===== config.mk =====
export PLATFORM = sky130hd
export DESIGN_NAME = store_rmw_sequencer
export DESIGN_NICKNAME = d
export VERILOG_FILES = /design/src/rtl/store_rmw_sequencer.sv
export SDC_FILE = /design/constraint.sdc
export NUM_CORES = 1
export LEC_CHECK = 0
export CORE_UTILIZATION = 40
export DETAILED_ROUTE_END_ITERATION = 7
export HOLD_SLACK_MARGIN = 0.12
export PLACE_DENSITY = 0.79
export SLEW_MARGIN = 40
export SYNTH_ARGS = -nofsm -noshare
export SYNTH_HDL_FRONTEND = slang
export SYNTH_SLANG_ARGS = --single-unit

===== constraint.sdc =====
create_clock -name clk -period 1.9 [get_ports clk]
set_input_delay 0.19 -clock clk [delete_from_list [all_inputs] [get_ports clk]]
set_output_delay 0.19 -clock clk [all_outputs]
set_load 0.05 [all_outputs]

===== src/rtl/store_rmw_sequencer.sv =====
// Store sequencer in front of the store-size merge stage: reads the target word for
// byte/halfword stores, holds it in the memory-data register, then issues one write.
module store_rmw_sequencer #(
    parameter int MEM_LATENCY = 1,
    parameter int ADDR_W      = 32
) (
    input  logic              clk,
    input  logic              reset,
    input  logic              start,
    input  logic [1:0]        size_ctrl,
    input  logic [ADDR_W-1:0] addr_in,
    input  logic [31:0]       mem_rdata,
    output logic [ADDR_W-1:0] mem_addr,
    output logic              mem_wr,
    output logic [31:0]       mdr_out,
    output logic [1:0]        store_size_out,
    output logic              busy,
    output logic              done,
    output logic              size_err
);

    // The read counter is only four bits wide, so the latency must fit in 1..15.
    if (MEM_LATENCY < 1 || MEM_LATENCY > 15) begin : g_bad_latency
        $error("store_rmw_sequencer: MEM_LATENCY must be in 1..15");
    end

    localparam logic [3:0] CNT_INIT = 4'(MEM_LATENCY);

    typedef enum logic [1:0] {
        S_IDLE    = 2'd0,
        S_RD_WAIT = 2'd1,
        S_WRITE   = 2'd2,
        S_DONE    = 2'd3
    } state_t;

    state_t            state_reg;
    state_t            state_next;
    logic [3:0]        cnt_reg;
    logic [ADDR_W-1:0] addr_reg;
    logic [31:0]       mdr_reg;
    logic [1:0]        size_reg;
    logic              size_err_reg;

    logic accept_sub;
    logic accept_word;
    logic reject;

    assign accept_sub  = (state_reg == S_IDLE) && start && !size_ctrl[1];
    assign accept_word = (state_reg == S_IDLE) && start && (size_ctrl == 2'b10);
    assign reject      = (state_reg == S_IDLE) && start && (size_ctrl == 2'b11);

    always_ff @(posedge clk) begin
        if (reset) begin
            state_reg <= S_IDLE;
        end else begin
            state_reg <= state_next;
        end
    end

    always_comb begin
        state_next = state_reg;
        case (state_reg)
            S_IDLE: begin
                if (accept_sub) begin
                    state_next = S_RD_WAIT;
                end else if (accept_word) begin
                    state_next = S_WRITE;
                end
            end
            S_RD_WAIT: begin
                if (cnt_reg == 4'd1) begin
                    state_next = S_WRITE;
                end
            end
            S_WRITE: state_next = S_DONE;
            S_DONE:  state_next = S_IDLE;
            default: state_next = S_IDLE;
        endcase
    end

    // Latched address/size/data only change on an accepted start or the final read edge,
    // so the merge stage sees stable inputs from WRITE until the next accepted store.
    always_ff @(posedge clk) begin
        if (reset) begin
            cnt_reg      <= 4'd0;
            addr_reg     <= '0;
            mdr_reg      <= 32'd0;
            size_reg     <= 2'b00;
            size_err_reg <= 1'b0;
        end else begin
            size_err_reg <= reject;
            if (accept_sub || accept_word) begin
                addr_reg <= addr_in;
                size_reg <= size_ctrl;
            end
            if (accept_sub) begin
                cnt_reg <= CNT_INIT;
            end else if (state_reg == S_RD_WAIT) begin
                cnt_reg <= cnt_reg - 4'd1;
            end
            if (state_reg == S_RD_WAIT && cnt_reg == 4'd1) begin
                mdr_reg <= mem_rdata;
            end
        end
    end

    always_comb begin
        busy   = (state_reg != S_IDLE);
        mem_wr = (state_reg == S_WRITE);
        done   = (state_reg == S_DONE);
    end

    assign mem_addr       = addr_reg;
    assign mdr_out        = mdr_reg;
    assign store_size_out = size_reg;
    assign size_err       = size_err_reg;

endmodule


# After elaboration in Yosys (flattened, before gate mapping)
# Cells that the tools add are included.
# op_classes
n_addsub	1
n_eq_ne	8
n_reduce_logical	12
mux	6
# op_table
operator	n
== test 2 bit (second input constant)	4
case mux 2 bit (4 select lines)	1
two-way mux 2 bit	3
logical AND 1 bit	5
== test 4 x 1 -> 1 bit (second input constant)	1
nonzero test 2 bit	2
subtractor 4 x 1 -> 4 bit (second input constant)	1
inequality test 3 bit (second input constant)	1
== test 2 x 1 -> 1 bit (second input constant)	1
logical NOT 2 bit	1
two-way mux 1 bit	2
inequality test 2 bit (second input constant)	1
AND reduction 2 bit	1
OR reduction 2 bit	1
logical NOT 1 bit	1
logical OR 1 bit	1
# word_totals
register_bits	73
output_inout_bits	70

# Depth between registers and ports, before layout
# Gate-level depths: netlist of run 1.
# logic_depth
word_depth	6
ltp_mapped	8

# Worst setup path after synthesis of run 1
# OpenSTA, ideal clock, no wires.
# synth_timing
kind	register to register
startpoint	register state_reg[0]
endpoint	register state_reg[1]
setup_time_ns	0.123
n_path_buf	0
arrival_ns	1.537
slack_ns	0.239
required_time_ns	1.777
stages_incl_launch_ff	6
path_cell_list	dfxtp_1 > inv_1 > ha_1 > inv_1 > a2bb2oi_2 > mux2_1
# synth_between
elab_chain_cells	5
elab_cells_between_ends	12
classes_between	5 x eq/ne; 2 x mux; 5 x reduce/logical
# synth_rtl
element	line	source
start, declared	36	state_t state_reg;
start signal, assigned	56	state_reg <= state_next;
logical NOT 2 bit	48, 49, 62	
logical AND 1 bit	48, 49	
logical AND 1 bit (on tied branches)	48, 49	
two-way mux 2 bit / inequality test 3 bit (equally long branches)	-	
case mux 2 bit (4 select lines) / AND reduction 2 bit (equally long branches)	-	
# Parallel ways exist; a longest one is shown, timed or not.
# A chain may end at the register's enable or synchronous reset.

# Worst setup path in the final report of run 1
# layout_timing
startpoint	register mdr_reg[29] (netlist: mdr_out[29])
endpoint	output port mdr_out[29]
# layout_rtl
element	line	source
start, declared	40	logic [31:0] mdr_reg;
start signal, assigned	102	mdr_reg <= mem_rdata;
end, declared	15	output logic [31:0] mdr_out,
# No word-level cell between the ends.

==> qor.csv, run 1 <==
stage,metric,value,unit
run_status,outcome,finished clean,
yosys,yosys_warning_total,0,
final_layout,postLayoutCellArea,4520,sq um
min_path,min-delay-start,reset,
power,vdd_drop_max,0.000501,V
drt,detail_route.vias_per_cell,4.89,
floorplan,core.rowCount,30,
clock_tree,numCtsBuffers,9,
global_route,antenna_found_initial,0,
power,leakage,1.60,nW
worst_setup_path,reg2reg_setup_slack,0.28,ns
global_route,pin_count_of_the_biggest_net_entering_global_routing,44,
sta,timing.clock.skew,0.00887,ns
global_route,grt_pass1_wl,12100,um
drt,postRouteAntennaNets,0,
final_layout,fillCellCount,579,
yosys,synth.avg_cell_area,8.39,sq um
sta,worstMarginPinSlew,0.595,ns
power,power.density_cell_area,1000,nW/um^2
yosys,synth.cell_area,2890,sq um
sta,finalHoldViolCount,0,
worst_setup_path,worstPathRequired,1.71,ns
yosys,leading_post_synthesis_cells_by_cell_area,"sky130_fd_sc_hd__dfxtp_1 (51%), sky130_fd_sc_hd__a21oi_1 (11%), sky130_fd_sc_hd__nand2_1 (8.7%)",
yosys,ys_async_sr_fraction,0,%
placement,placed_wire_length_estimate_after_detailed_placement,5230,um
clock_tree,clkSlewWorstSetupHoldPaths,0.08,ns
yosys,post_synth_num_cell_types,34,
placement,buffers_on_ports,138,
placement,routabilityCongestion,0.748,
floorplan,starting_utilization_of_the_core_area,42.0,%
final_layout,final_net_count,546,
floorplan,overall_die_width,87.0,um
run,max-cap-violations,0,
drt,vias,2793,
sta,final.period_utilization,88.8,%
sta,rsz0062_at_grt,no,
worst_setup_path,critical_path.startpoint,mdr_out[29]$_SDFFE_PP0P_,
floorplan,core_region_area,6870,sq um
clock_tree,clock_h_tree_levels,3,
sta,slew_violations,0,
worst_setup_path,timing.setup.critical_path_class,reg2out,
drt,drt_pre_antenna_iters,4,
sta,post-route-min-period,1.69,ns
worst_setup_path,worst_setup_sp_type,register,
worst_setup_path,cp-end-kind,primary output,
worst_setup_path,r2r-start,state_reg[1]$_SDFFE_PP0P_,
yosys,syn_inst,344,
clock_tree,clock_sinks,73,
floorplan,dieArea,7560,sq um
min_path,hold_path_class,in2reg,
yosys,synth_fp_nets,420,
yosys,synth_seq_area_share,50.6,%
final_layout,final_layout_size_suffix_gt1_share,6.95,%
floorplan,top_level_ports,139,
global_route,first_global_vias,2661,
worst_setup_path,cpMaxStageDelayCell,sky130_fd_sc_hd__clkdlybuf4s50_1,
global_route,grt_overflow_total,0,
clock_tree,bufs_on_longest_clock_path,2,
worst_setup_path,critical_path.max_fanout,2,
global_route,globalRouteTotalUtil,20.3,%
floorplan,dieHeight,87.0,um
yosys,top_cell_type_by_total_area_after_synthesis,sky130_fd_sc_hd__dfxtp_1,
drt,remaining_drc_errors,0,
sta,timing.max_slew.rel_slack,60.4,%
worst_setup_path,worst_path_largest_cell_delay,0.82,ns
yosys,netlist.area_leader.share,50.6,%
placement,detailed_place.area,4320,sq um
clock_tree,cts_tree,yes,
worst_setup_path,cp_cell_sequence,clkdlybuf4s50_1,
final_layout,postLayoutCoreUtil,65.8,%
final_layout,area_delta_synth_final,56.6,%
sta,totalNegativeSetupSlack,0,ns
yosys,postSynthRegisterBits,73,
sta,final-setup-viol-count,0,
final_layout,n_antenna_cell,0,
worst_setup_path,cp.buffers_inverters,1,
yosys,synth.most_common_cell,sky130_fd_sc_hd__dfxtp_1,
yosys,postSynth.topFlopCell,sky130_fd_sc_hd__dfxtp_1,
drt,avg_wl_per_cell,13.5,um
worst_setup_path,cp_top_family,buffers and inverters,
yosys,synth.top_cells.by_count,"sky130_fd_sc_hd__dfxtp_1 (73), sky130_fd_sc_hd__nand2_1 (67), sky130_fd_sc_hd__a21oi_1 (61), sky130_fd_sc_hd__nand3_1 (32), sky130_fd_sc_hd__o21ai_0 (32)",
sta,finalHoldWorstSlack,0.370,ns
drt,drt_iter0_drc,184,
clock_tree,cts_root_buffer,sky130_fd_sc_hd__clkbuf_8,
drt,finalWirelength,7690,um
yosys,number_of_enable_flip_flop_cells_after_synthesis,0,
sta,maxClockFrequency,593,MHz
clock_tree,clk_lat_worst_skew,0.34,ns
worst_setup_path,cp_data_arrival_time,1.50,ns
timing repair:
item	4_1_cts	5_1_grt
endpoints found under the setup margin	0	1
endpoints found under the hold margin	0	0
setup buffers	0	0
gates resized for setup	0	1
hold buffers	0	0
cells by family (layout without fill, tap and decap cells):
logic type               after synthesis  count (layout)  synth area share (%)
AO/OA/AOI/OAI                        103             103                  19.2
XOR/XNOR                               3               3                 0.910
adder cells (fa/ha/maj)                7               7                  3.03
buffers and inverters                 36             167                  6.81
flip-flops                            73              73                  50.6
multiplexers                           2               2                 0.737
AND/OR/NAND/NOR                      120             120                  18.7
stage by stage:
| step | worst slack, ns | std cells | total power (W) |
|---|---|---|---|
| after floorplan | 0.239 | 344 | 0.00284 |
| after global placement | 0.304 | 555 | 0.00337 |
| after detailed placement | 0.291 | 555 | 0.00340 |
| after CTS | 0.0278 | 571 | 0.00458 |
| after global routing | 0.124 | 571 | 0.00477 |
| final | 0.213 | 571 | 0.00453 |
metal layers:
layer	global-route usage [%]	share of wire, %
met5	0	0
met4	8.79	1.9
met3	4.74	5.2
met2	35.5	51
met1	23.6	41
layout by cell type, fill, tap and decap left out, types with 2 or more instances in the layout:
| cell type | synthesis | routed |
|---|---|---|
| sky130_fd_sc_hd__nand3_1 | 32 | 32 |
| sky130_fd_sc_hd__and2_1 | 2 | 2 |
| sky130_fd_sc_hd__clkbuf_8 | 0 | 9 |
| sky130_fd_sc_hd__clkdlybuf4s50_1 | 0 | 134 |
| sky130_fd_sc_hd__xor2_1 | 2 | 2 |
| sky130_fd_sc_hd__inv_1 | 6 | 6 |
| sky130_fd_sc_hd__a21oi_2 | 5 | 5 |
| sky130_fd_sc_hd__nand2_1 | 67 | 67 |
| sky130_fd_sc_hd__ha_1 | 7 | 7 |
| sky130_fd_sc_hd__o21ai_0 | 32 | 32 |
| sky130_fd_sc_hd__nor3_1 | 3 | 3 |
| sky130_fd_sc_hd__buf_4 | 2 | 5 |
| sky130_fd_sc_hd__dfxtp_1 | 73 | 73 |
| sky130_fd_sc_hd__clkinv_4 | 0 | 3 |
| sky130_fd_sc_hd__clkinv_2 | 0 | 3 |
| sky130_fd_sc_hd__nor2_1 | 8 | 8 |
| sky130_fd_sc_hd__a21oi_1 | 61 | 61 |
| sky130_fd_sc_hd__buf_12 | 0 | 4 |
report_power, final:
group	internal, W	switching [W]
combinational	0.000608	0.000978
sequential	0.00168	0.0000872
clock	0.000606	0.000573
total	0.00290	0.00164
cell type report:
class                           count  area [sq um]  share of cell area, %
Timing Repair Buffer              145          1480                   32.7
Sequential cell                    73          1460                   32.3
Multi-Input combinational cell    235          1240                   27.5
Clock buffer                        9           124                   2.74
Tap cell                           96           120                   2.66
Clock inverter                      7          71.3                   1.58
Inverter                            6          22.5                  0.498
path summary, 6_finish.rpt:
kind,endpoint,cells after the start
worst max-delay path,mdr_out[29],1
worst min-delay path,mem_addr[22]$_SDFFE_PP0P_,2
worst max register to register,mdr_out[15]$_SDFFE_PP0P_,6
worst min register to register,mdr_out[12]$_SDFFE_PP0P_,2
No activity file was read; power rests on OpenSTA's default activity.
==> run 2, diff against run 1 <==
- CTS_CLUSTER_DIAMETER: unset -> 100
==> results of run 2 <==
Same layout as run 1: the final DEF is identical, and so are final timing and power.
